==> src/rtl/video_stream_transmitter.sv <==
// Raster stream transmitter: pulls pixels over valid/ready and emits
// frame-valid / line-valid / data with parameterised blanking.
//
// Ports:
//   i_clk, i_rst     clock, synchronous active-high reset
//   i_start          frame request, honoured only while idle
//   i_data_valid     upstream pixel available
//   i_data           upstream pixel
//   o_data_ready     pixel consumed on this edge (combinational, state==ACTIVE)
//   o_v_aync         frame valid (registered)
//   o_h_aync         line valid, o_data meaningful when high (registered)
//   o_data           output pixel, zero outside active pixels
//   o_busy           high from start acceptance until the frame ends
//   o_underflow      pulse on an active pixel that had no valid input
//   o_frame_done     pulse on the first o_v_aync-low cycle after a frame
module video_stream_transmitter #(
    parameter int P_DATA_WIDTH   = 8,
    parameter int P_IMAGE_WIDTH  = 256,
    parameter int P_IMAGE_HEIGHT = 256,
    parameter int P_H_BLANK      = 16,
    parameter int P_V_FRONT      = 4,
    parameter int P_V_BACK       = 4
) (
    input  logic                    i_clk,
    input  logic                    i_rst,
    input  logic                    i_start,
    input  logic                    i_data_valid,
    input  logic [P_DATA_WIDTH-1:0] i_data,
    output logic                    o_data_ready,
    output logic                    o_v_aync,
    output logic                    o_h_aync,
    output logic [P_DATA_WIDTH-1:0] o_data,
    output logic                    o_busy,
    output logic                    o_underflow,
    output logic                    o_frame_done
);

    localparam logic [15:0] LP_W_LAST = 16'(P_IMAGE_WIDTH - 1);
    localparam logic [15:0] LP_H_LAST = 16'(P_IMAGE_HEIGHT - 1);
    localparam logic [15:0] LP_B_LAST = 16'(P_H_BLANK - 1);
    localparam logic [15:0] LP_F_LAST = 16'(P_V_FRONT - 1);
    localparam logic [15:0] LP_K_LAST = 16'(P_V_BACK - 1);

    typedef enum logic [2:0] {
        S_IDLE,
        S_V_FRONT,
        S_ACTIVE,
        S_H_BLANK,
        S_V_BACK
    } state_t;

    state_t      state, state_nxt;
    logic [15:0] pix_cnt, pix_nxt;
    logic [15:0] line_cnt, line_nxt;
    logic [15:0] blank_cnt, blank_nxt;

    always_ff @(posedge i_clk) begin
        if (i_rst) begin
            state     <= S_IDLE;
            pix_cnt   <= '0;
            line_cnt  <= '0;
            blank_cnt <= '0;
        end else begin
            state     <= state_nxt;
            pix_cnt   <= pix_nxt;
            line_cnt  <= line_nxt;
            blank_cnt <= blank_nxt;
        end
    end

    always_comb begin
        state_nxt = state;
        pix_nxt   = pix_cnt;
        line_nxt  = line_cnt;
        blank_nxt = blank_cnt;
        unique case (state)
            S_IDLE: begin
                if (i_start) begin
                    state_nxt = S_V_FRONT;
                    blank_nxt = '0;
                end
            end
            S_V_FRONT: begin
                if (blank_cnt == LP_F_LAST) begin
                    state_nxt = S_ACTIVE;
                    blank_nxt = '0;
                end else begin
                    blank_nxt = blank_cnt + 16'd1;
                end
            end
            S_ACTIVE: begin
                if (pix_cnt == LP_W_LAST) begin
                    pix_nxt = '0;
                    if (line_cnt == LP_H_LAST) begin
                        line_nxt  = '0;
                        state_nxt = S_V_BACK;
                    end else begin
                        line_nxt  = line_cnt + 16'd1;
                        state_nxt = S_H_BLANK;
                    end
                end else begin
                    pix_nxt = pix_cnt + 16'd1;
                end
            end
            S_H_BLANK: begin
                if (blank_cnt == LP_B_LAST) begin
                    state_nxt = S_ACTIVE;
                    blank_nxt = '0;
                end else begin
                    blank_nxt = blank_cnt + 16'd1;
                end
            end
            S_V_BACK: begin
                if (blank_cnt == LP_K_LAST) begin
                    state_nxt = S_IDLE;
                    blank_nxt = '0;
                end else begin
                    blank_nxt = blank_cnt + 16'd1;
                end
            end
            default: state_nxt = S_IDLE;
        endcase
    end

    assign o_data_ready = (state == S_ACTIVE);

    // Outputs trail the state by one cycle. frame_done fires when the
    // registered frame-valid is still high but the state is back in IDLE,
    // i.e. one cycle after the last V_BACK output cycle.
    always_ff @(posedge i_clk) begin
        if (i_rst) begin
            o_v_aync     <= 1'b0;
            o_h_aync     <= 1'b0;
            o_data       <= '0;
            o_busy       <= 1'b0;
            o_underflow  <= 1'b0;
            o_frame_done <= 1'b0;
        end else begin
            o_v_aync     <= (state != S_IDLE);
            o_h_aync     <= (state == S_ACTIVE);
            o_data       <= (o_data_ready && i_data_valid) ? i_data : '0;
            o_busy       <= (state != S_IDLE);
            o_underflow  <= o_data_ready && !i_data_valid;
            o_frame_done <= (state == S_IDLE) && o_v_aync;
        end
    end

endmodule

==> config.mk <==
export PLATFORM = sky130hd
export DESIGN_NAME = video_stream_transmitter
export DESIGN_NICKNAME = d
export VERILOG_FILES = /design/src/rtl/video_stream_transmitter.sv
export SDC_FILE = /design/constraint.sdc
export NUM_CORES = 1
export LEC_CHECK = 0
export ABC_AREA = 1
export BUFFER_PORTS_ARGS = -buffer_cell sky130_fd_sc_hd__buf_4
export CAP_MARGIN = 20
export CELL_PAD_IN_SITES_DETAIL_PLACEMENT = 1
export CELL_PAD_IN_SITES_GLOBAL_PLACEMENT = 2
export CORE_MARGIN = 2
export CORE_UTILIZATION = 36
export DETAILED_ROUTE_END_ITERATION = 16
export PLACE_DENSITY_LB_ADDON = 0.1
export SYNTH_ARGS = -nofsm -noshare
export SYNTH_HDL_FRONTEND = slang
export SYNTH_SLANG_ARGS = --single-unit
==> constraint.sdc <==
create_clock -name i_clk -period 4.3 [get_ports i_clk]
set_input_delay 0 -clock i_clk [delete_from_list [all_inputs] [get_ports i_clk]]
set_output_delay 0 -clock i_clk [all_outputs]
set_load 0.05 [all_outputs]
==> results of run 1 <==
-- cell type report --
class / count / area, um^2 / area share (%)
clock buffer: 10 / 137.6 / 3.630
clock inverter: 6 / 45.04 / 1.188
inverter: 72 / 270.3 / 7.129
multi-input combinational: 345 / 1664 / 43.89
sequential: 63 / 1261 / 33.27
tap: 108 / 135.1 / 3.564
timing repair buffer: 34 / 277.8 / 7.327
-- power breakdown --
part	total (mW)	switching [mW]	internal, mW
sequential	0.636	0.0230	0.613
combinational	0.363	0.271	0.0929
clock	0.484	0.256	0.228
total	1.48	0.550	0.933
-- cell usage in the layout (no fill, tap or decap), drive strengths merged --
| master | count |
|---|---|
| a21boi | 1 |
| a21oi | 24 |
| and3 | 1 |
| buf | 25 |
| clkbuf | 10 |
| clkinv | 5 |
| dfxtp | 63 |
| dlygate4sd3 | 9 |
| ha | 3 |
| inv | 73 |
| nand2 | 110 |
| nand3 | 46 |
| nand4 | 22 |
| nor2 | 77 |
| nor3 | 31 |
| nor3b | 4 |
| o211ai | 2 |
| o21a | 2 |
| o21ai | 10 |
| o21bai | 1 |
| o22ai | 1 |
| or2 | 2 |
| xor2 | 8 |
-- routing by layer --
layer,GRT usage (%),wire [um],vias up
met5,0,0,-
met3,4.113,266,13
met1,26.61,4409,1516
met2,31.03,4056,34
li1,-,-,1652
met4,6.217,135,0
-- flip-flops by register name (all words and copies together) (netlist names) --
name / cells
blank_cnt: 16
line_cnt: 16
pix_cnt: 16
o_data: 8
state: 3
o_busy: 1
o_frame_done: 1
o_h_aync: 1
o_underflow: 1
-- synth_stat cells (all sizes together) --
| cell | number |
|---|---|
| o21bai | 1 |
| o21ai | 10 |
| a21oi | 24 |
| nor2 | 77 |
| o211ai | 2 |
| buf | 4 |
| nand4 | 22 |
| inv | 72 |
| xor2 | 8 |
| nor3 | 31 |
| nand3 | 46 |
| or2 | 2 |
| o21a | 2 |
| and3 | 1 |
| ha | 3 |
| nor3b | 4 |
| dfxtp | 63 |
| o22ai | 1 |
| a21boi | 1 |
| nand2 | 110 |
| clkbuf | 3 |
-- stage by stage --
stage / instance area (um^2) / cells
2_1_floorplan: 3238 / 487
3_3_place_gp: 3518 / 613
3_5_place_dp: 3518 / 613
4_1_cts: 3791 / 638
5_1_grt: 3791 / 638
6_report: 3791 / 638
-- path summary, 6_finish.rpt --
| check | startpoint | endpoint | slack, ns | depth (start not counted) |
|---|---|---|---|---|
| setup / recovery | state[0]$_SDFFE_PP0P_ | blank_cnt[1]$_SDFFE_PP0P_ | 2.19 | 9 |
| hold / removal | i_rst | pix_cnt[2]$_SDFFE_PP0N_ | 0.02 | 2 |
| setup reg to reg | state[0]$_SDFFE_PP0P_ | blank_cnt[1]$_SDFFE_PP0P_ | 2.19 | 9 |
| hold reg to reg | o_busy$_SDFF_PP0_ | o_frame_done$_SDFF_PP0_ | 0.49 | 2 |
-- logic make-up (layout without fill, tap and decap cells) --
logic type	Yosys count	in the layout	synth area share, %
AO/OA/AOI/OAI	41	41	7.071
XOR/XNOR	8	8	2.164
adder cells (fa/ha/maj)	3	3	1.159
buffers and inverters	79	122	9.660
flip-flops	63	63	38.95
AND/OR/NAND/NOR	293	293	41.00
-- worst reg2reg max path, delay by kind of cell, from the launching register on --
family,cells,cell delay [ns]
compound gates,1,0.21
buf+inv,2,0.36
simple gates,6,1.13
flops,1,0.36
-- timing repair --
action / 4_1_cts / 5_1_grt
hold buffers: 9 / 0
endpoints found under the hold margin: 9 / 0
endpoints found under the setup margin: 0 / 0
==> metrics.md, run 1 <==
| Metric | Value |
|---|---|
| Outcome | `finished clean` |
| Setup violation total in the final timing report | `0` |
| Family of cells with the greatest summed delay on the critical path | `simple AND/OR/NAND/NOR gates` |
| Total negative slack | `0 ns` |
| Relative slew slack | `55.13%` |
| Number of antenna violations at the first check in global routing | `0` |
| Die Span X | `98.84 um` |
| Number of max-slew violations in the final report | `0` |
| Worst hold-check path type | `input pin to flop` |
| Routed wire per std cell | `13.90 um` |
| Routability-driven placement congestion ratio | `0.8018` |
| Avg Inst Size Synth | `6.649 um^2` |
| Post-CTS setup repair buffer count | `0` |
| H-tree lvl count | `3` |
| CTS Buf Count | `9` |
| Pre-CTS setup slack | `2.199 ns` |
| Detailed-placement wirelength estimate | `6517 um` |
| Worst hold slack after final layout | `0.01701 ns` |
| Worst EP required | `4.58 ns` |
| Worst-Margin Slew | `0.6723 ns` |
| Final Worst Setup Slack | `2.185 ns` |
| Crit path top cell by count | `sky130_fd_sc_hd__nand2_1` |
| Total congestion overflow | `0` |
| Critical Setup Path Class | `flop to flop` |
| Clk Latency, worst-skew pair | `0.35 ns` |
| Total power draw | `1.483 mW` |
| Placement row count | `34` |
| Number of global-route vias before repair | `3230` |
| Post-synthesis instance total | `487` |
| Number of max-cap violations | `0` |
| Sum of routed wire length over all layers | `8867 um` |
| Combined global-route utilization of all metal layers | `19.55%` |
| CP Cell Sequence | `inv_1 > nand2_1 > nor2_1 > nand2_1 > nand2_2 > inv_2 > nand2_4 > nand2_1 > a21oi_1` |
| Cell types with the largest area share after synthesis | `sky130_fd_sc_hd__dfxtp_1 (39%), sky130_fd_sc_hd__nand2_1 (12%), sky130_fd_sc_hd__nor2_1 (8.7%)` |
| Number of endpoints with negative hold slack in the final report | `0` |
| Starting DRT DRC Count | `82` |
| Kind of end point of the critical path | `flop` |
| Wire length of the first global-routing pass | `15500 um` |
| Effective utilization at floorplan | `37.13%` |
| Maximum vdd drop | `0.2410 mV` |
| Leak | `1.544 nW` |
| Clock slew at reported path FFs | `0.08 ns` |
| Final core occ | `43.47%` |
| Number of clock sinks | `63` |
| Critical path's slowest cell | `sky130_fd_sc_hd__dfxtp_1` |
| Area added between synthesis and finish | `17.08%` |
| Antenna diode count | `0` |
| Warnings, synthesis | `0` |
| Top achievable clock speed | `0.4728 GHz` |
| Total via count after detailed routing | `3215` |
| Area share of the largest cell type after synthesis | `38.95%` |
| Overall die area | `9769 um^2` |
| Final worst path period need | `2.115 ns` |
| Kind of start point of the critical path | `flop` |
| Residual antenna-violating net count after detailed routing | `0` |
| Buffer type at the clock tree root | `sky130_fd_sc_hd__clkbuf_8` |
| DRC Markers | `0` |
| Worst Path Buf+Inv | `2` |
| Filler cell count | `1147` |
| Netlist area before placement | `3238 um^2` |
| Number of buffers added on ports | `25` |
| Highest net fanout along the worst path | `16` |
| Chip Height | `98.84 um` |
| Synth Register Bits | `63` |
| Longest individual stage delay on the worst path | `0.36 ns` |
| Unrepaired setup endpoints after global routing | `no` |
| Worst Path Arrival | `2.39 ns` |
| Ratio of final minimum period to clock period | `49.18%` |
| Placeable core area | `8721 um^2` |
| Final #Nets | `540` |
| Count of unique library cells instantiated by Yosys | `33` |
| CTS max path bufs | `2` |
| Maximum number of pins on one net before global-route repair | `25` |
| Share of layout cells above drive strength 1 | `10.57%` |
| Post-Route Skew | `0.004810 ns` |
| Router iterations before antenna repair | `4` |
| Part of the Yosys area used for sequential elements | `38.95%` |
| Boundary pin count | `26` |
| Via density per instance | `5.039` |
| Most area-hungry cell type in the Yosys netlist | `sky130_fd_sc_hd__dfxtp_1` |
| Post-cts repair resize count | `0` |
| TritonCTS clock tree | `done` |
| PD cells | `391.2 nW/um^2` |
| Number of nets produced by synthesis | `502` |
(Power assumes the default switching activity.)
==> run 2: changes to the inputs <==
--- a/config.mk
+++ b/config.mk
@@ -11,7 +11,7 @@
 export CELL_PAD_IN_SITES_DETAIL_PLACEMENT = 1
 export CELL_PAD_IN_SITES_GLOBAL_PLACEMENT = 2
 export CORE_MARGIN = 2
-export CORE_UTILIZATION = 36
+export CORE_UTILIZATION = 30
 export DETAILED_ROUTE_END_ITERATION = 16
 export PLACE_DENSITY_LB_ADDON = 0.1
 export SYNTH_ARGS = -nofsm -noshare
==> constraint.sdc (replaced) <==
create_clock -name i_clk -period 1.7 [get_ports i_clk]
set_input_delay 0 -clock i_clk [delete_from_list [all_inputs] [get_ports i_clk]]
set_output_delay 0 -clock i_clk [all_outputs]
set_load 0.05 [all_outputs]
==> run 2 against run 1 <==
- hold slack better by 0.10 ns
- core utilization fell by 2.9 points
- setup slack got worse by 2.0 ns
- first-iteration DRC count fell by 22%
- wire length increased by 8.1%
- critical path depth rose by 2
- global-route usage fell by 1.6 points
- flip-flop and latch count stayed put
- sequential power increased to 2.5 times the previous value
==> metrics.md, run 2 (synthesis results as in run 1) <==
| Metric | Value |
|---|---|
| Routed wire per std cell | `13.58 um (was 13.90 um)` |
| Highest net fanout along the worst path | `7 (was 16)` |
| Router iterations before antenna repair | `4 (unchanged)` |
| Net switching component of the power | `1.402 mW (was 0.5499 mW)` |
| Relative slew slack | `66.05% (was 55.13%)` |
| Worst-Margin Slew | `0.5054 ns (was 0.6723 ns)` |
| Number of max-slew violations in the final report | `0 (unchanged)` |
| Clock Power Share | `35.6% (was 32.6%)` |
| Worst EP required | `1.99 ns (was 4.58 ns)` |
| Number of global-route vias before repair | `3369 (was 3230)` |
| Fraction of power consumed by combinational cells | `26.4% (was 24.5%)` |
| Residual antenna-violating net count after detailed routing | `0 (unchanged)` |
| Total power draw | `4.247 mW (was 1.483 mW)` |
| Boundary pin count | `26 (unchanged)` |
| Via density per instance | `4.667 (was 5.039)` |
| Commonest cells after routing, fill and taps aside | `sky130_fd_sc_hd__nand2_1 (103), sky130_fd_sc_hd__nor2_1 (71), sky130_fd_sc_hd__inv_1 (66) (was sky130_fd_sc_hd__nand2_1 (105), sky130_fd_sc_hd__nor2_1 (75), sky130_fd_sc_hd__inv_1 (69))` |
| Number of buffers added on ports | `25 (unchanged)` |
| Share of layout cells above drive strength 1 | `19.65% (was 10.57%)` |
| Final core occ | `40.61% (was 43.47%)` |
| Sw frac | `33.01% (was 37.08%)` |
| Overall die area | `11640 um^2 (was 9769 um^2)` |
| Total congestion overflow | `0 (unchanged)` |
| DRC Markers | `0 (unchanged)` |
| Placement Cell Area | `3847 um^2 (was 3518 um^2)` |
| Sum of routed wire length over all layers | `9588 um (was 8867 um)` |
| Placeable core area | `10420 um^2 (was 8721 um^2)` |
| Final #Nets | `580 (was 540)` |
| Total negative slack | `0 ns (unchanged)` |
| Sequential share of power | `38.0% (was 42.9%)` |
| Clk Latency, worst-skew pair | `0.35 ns (about the same)` |
| Worst hold-check path type | `input pin to flop (unchanged)` |
| Placement row count | `37 (was 34)` |
| Starting DRT DRC Count | `64 (was 82)` |
| Leak | `1.762 nW (was 1.544 nW)` |
| Chip Height | `107.9 um (was 98.84 um)` |
| Kind of end point of the critical path | `flop (unchanged)` |
| TritonCTS clock tree | `done (unchanged)` |
| Buffer type at the clock tree root | `sky130_fd_sc_hd__clkbuf_8 (unchanged)` |
| Top achievable clock speed | `0.6457 GHz (was 0.4728 GHz)` |
| Setup violation total in the final timing report | `0 (unchanged)` |
| Final worst path period need | `1.549 ns (was 2.115 ns)` |
| Outcome | `finished clean (unchanged)` |
| Routability-driven placement congestion ratio | `0.8171 (was 0.8018)` |
| Detailed-placement wirelength estimate | `7322 um (was 6517 um)` |
| Worst hold slack after final layout | `0.1217 ns (was 0.01701 ns)` |
| Total via count after detailed routing | `3295 (was 3215)` |
| Longest individual stage delay on the worst path | `0.36 ns (about the same)` |
| Clock slew at reported path FFs | `0.08 ns (about the same)` |
| Number of clock sinks | `63 (unchanged)` |
| Critical path's slowest cell | `sky130_fd_sc_hd__dfxtp_1 (unchanged)` |
| Post-Route Skew | `0.01034 ns (was 0.004810 ns)` |
| Number of antenna violations at the first check in global routing | `0 (unchanged)` |
| Combined global-route utilization of all metal layers | `17.97% (was 19.55%)` |
| Worst Path Buf+Inv | `5 (was 2)` |
| Commonest non-fill, non-tap cell in the layout | `sky130_fd_sc_hd__nand2_1 (unchanged)` |
| Int Pwr | `2.845 mW (was 0.9333 mW)` |
| Total placed cells including tap cells | `680 (was 613)` |
| CP Cell Sequence | `inv_1 > buf_4 > nand2_1 > a21oi_1 > nand2_1 > nand2_1 > inv_2 > nand2_4 > buf_4 > nand4_1 > inv_1 (was inv_1 > nand2_1 > nor2_1 > nand2_1 > nand2_2 > inv_2 > nand2_4 > nand2_1 > a21oi_1)` |
| Final Worst Setup Slack | `0.1513 ns (was 2.185 ns)` |
| Effective utilization at floorplan | `31.09% (was 37.13%)` |
| H-tree lvl count | `3 (unchanged)` |
| Maximum number of pins on one net before global-route repair | `24 (was 25)` |
| PD cells | `1004 nW/um^2 (was 391.2 nW/um^2)` |
| Pre-CTS setup slack | `0.02613 ns (was 2.199 ns)` |
| Filler cell count | `1378 (was 1147)` |
| Family of cells with the greatest summed delay on the critical path | `buffers and inverters (was simple AND/OR/NAND/NOR gates)` |
| Critical Setup Path Class | `flop to flop (unchanged)` |
| HP Start | `i_rst (unchanged)` |
| CTS max path bufs | `2 (unchanged)` |
| Non-Filler Instances | `706 (was 638)` |
| Wire length of the first global-routing pass | `16110 um (was 15500 um)` |
| First element of the critical path | `state[0]$_SDFFE_PP0P_ (unchanged)` |
| Maximum vdd drop | `0.5161 mV (was 0.2410 mV)` |
| CTS Buf Count | `9 (unchanged)` |
| Worst Path Arrival | `1.84 ns (was 2.39 ns)` |
| Antenna diode count | `0 (unchanged)` |
| Registers with the most flip-flops | `blank_cnt: 16 flops, line_cnt: 16 flops, pix_cnt: 16 flops (unchanged)` |
| Area added between synthesis and finish | `30.64% (was 17.08%)` |
| Die Span X | `107.9 um (was 98.84 um)` |
| Kind of start point of the critical path | `flop (unchanged)` |
| Number of max-cap violations | `0 (unchanged)` |
| Worst r2r src | `state[0]$_SDFFE_PP0P_ (unchanged)` |
| Ratio of final minimum period to clock period | `91.10% (was 49.18%)` |
| Crit path top cell by count | `sky130_fd_sc_hd__nand2_1 (unchanged)` |
| Number of endpoints with negative hold slack in the final report | `0 (unchanged)` |
| Post-layout instance area | `4230 um^2 (was 3791 um^2)` |
run 2: final cells by class:
class | instances | area (um^2) | share of cell area (%)
multi-input cells | 345 | 1719 | 40.64
clock buffers | 13 | 158.9 | 3.756
clock inverters | 3 | 65.06 | 1.538
flip-flops and latches | 63 | 1269 | 29.99
well taps | 136 | 170.2 | 4.022
repair buffers | 74 | 578.1 | 13.66
inverters | 72 | 270.3 | 6.389
run 2: timing repair:
| action | in CTS | in global routing |
|---|---|---|
| gates resized for setup | 0 | 21 |
| hold endpoints to repair | 9 | 0 |
| endpoints found under the setup margin | 0 | 39 |
| hold buffers | 9 | 0 |
| setup buffers | 0 | 1 |
run 2: final timing paths:
path,to,cells after the start,slack [ns]
worst min register to register,line_cnt[14]$_SDFFE_PP0P_,2,0.49
worst max-delay path,blank_cnt[5]$_SDFFE_PP0P_,11,0.15
worst min-delay path,pix_cnt[1]$_SDFFE_PP0N_,3,0.12
worst max register to register,blank_cnt[5]$_SDFFE_PP0P_,11,0.15
run 2: layer usage:
| metal | part of all wire [%] | vias to the layer above | GRT usage, % |
|---|---|---|---|
| met5 | 0 | - | 0 |
| met1 | 48 | 1518 | 22.98 |
| met2 | 47 | 33 | 29.51 |
| met4 | 2.1 | 0 | 7.784 |
| met3 | 2.1 | 13 | 3.269 |
| li1 | - | 1731 | - |
run 2: power by group through the flow:
| stage | combinational [mW] | clock, mW | sequential (mW) |
|---|---|---|---|
| finish | 1.12 | 1.51 | 1.62 |
| global route | 1.24 | 1.62 | 1.63 |
| global placement | 1.07 | 0 | 1.63 |
| detailed placement | 1.08 | 0 | 1.64 |
| floorplan | 0.545 | 0 | 1.75 |
| CTS | 1.10 | 1.57 | 1.60 |
run 2: tightest hold or removal path, cell delays in order:
cell                      delay (ns)
sky130_fd_sc_hd__buf_4          0.08
sky130_fd_sc_hd__buf_4          0.28
sky130_fd_sc_hd__a21oi_1        0.07
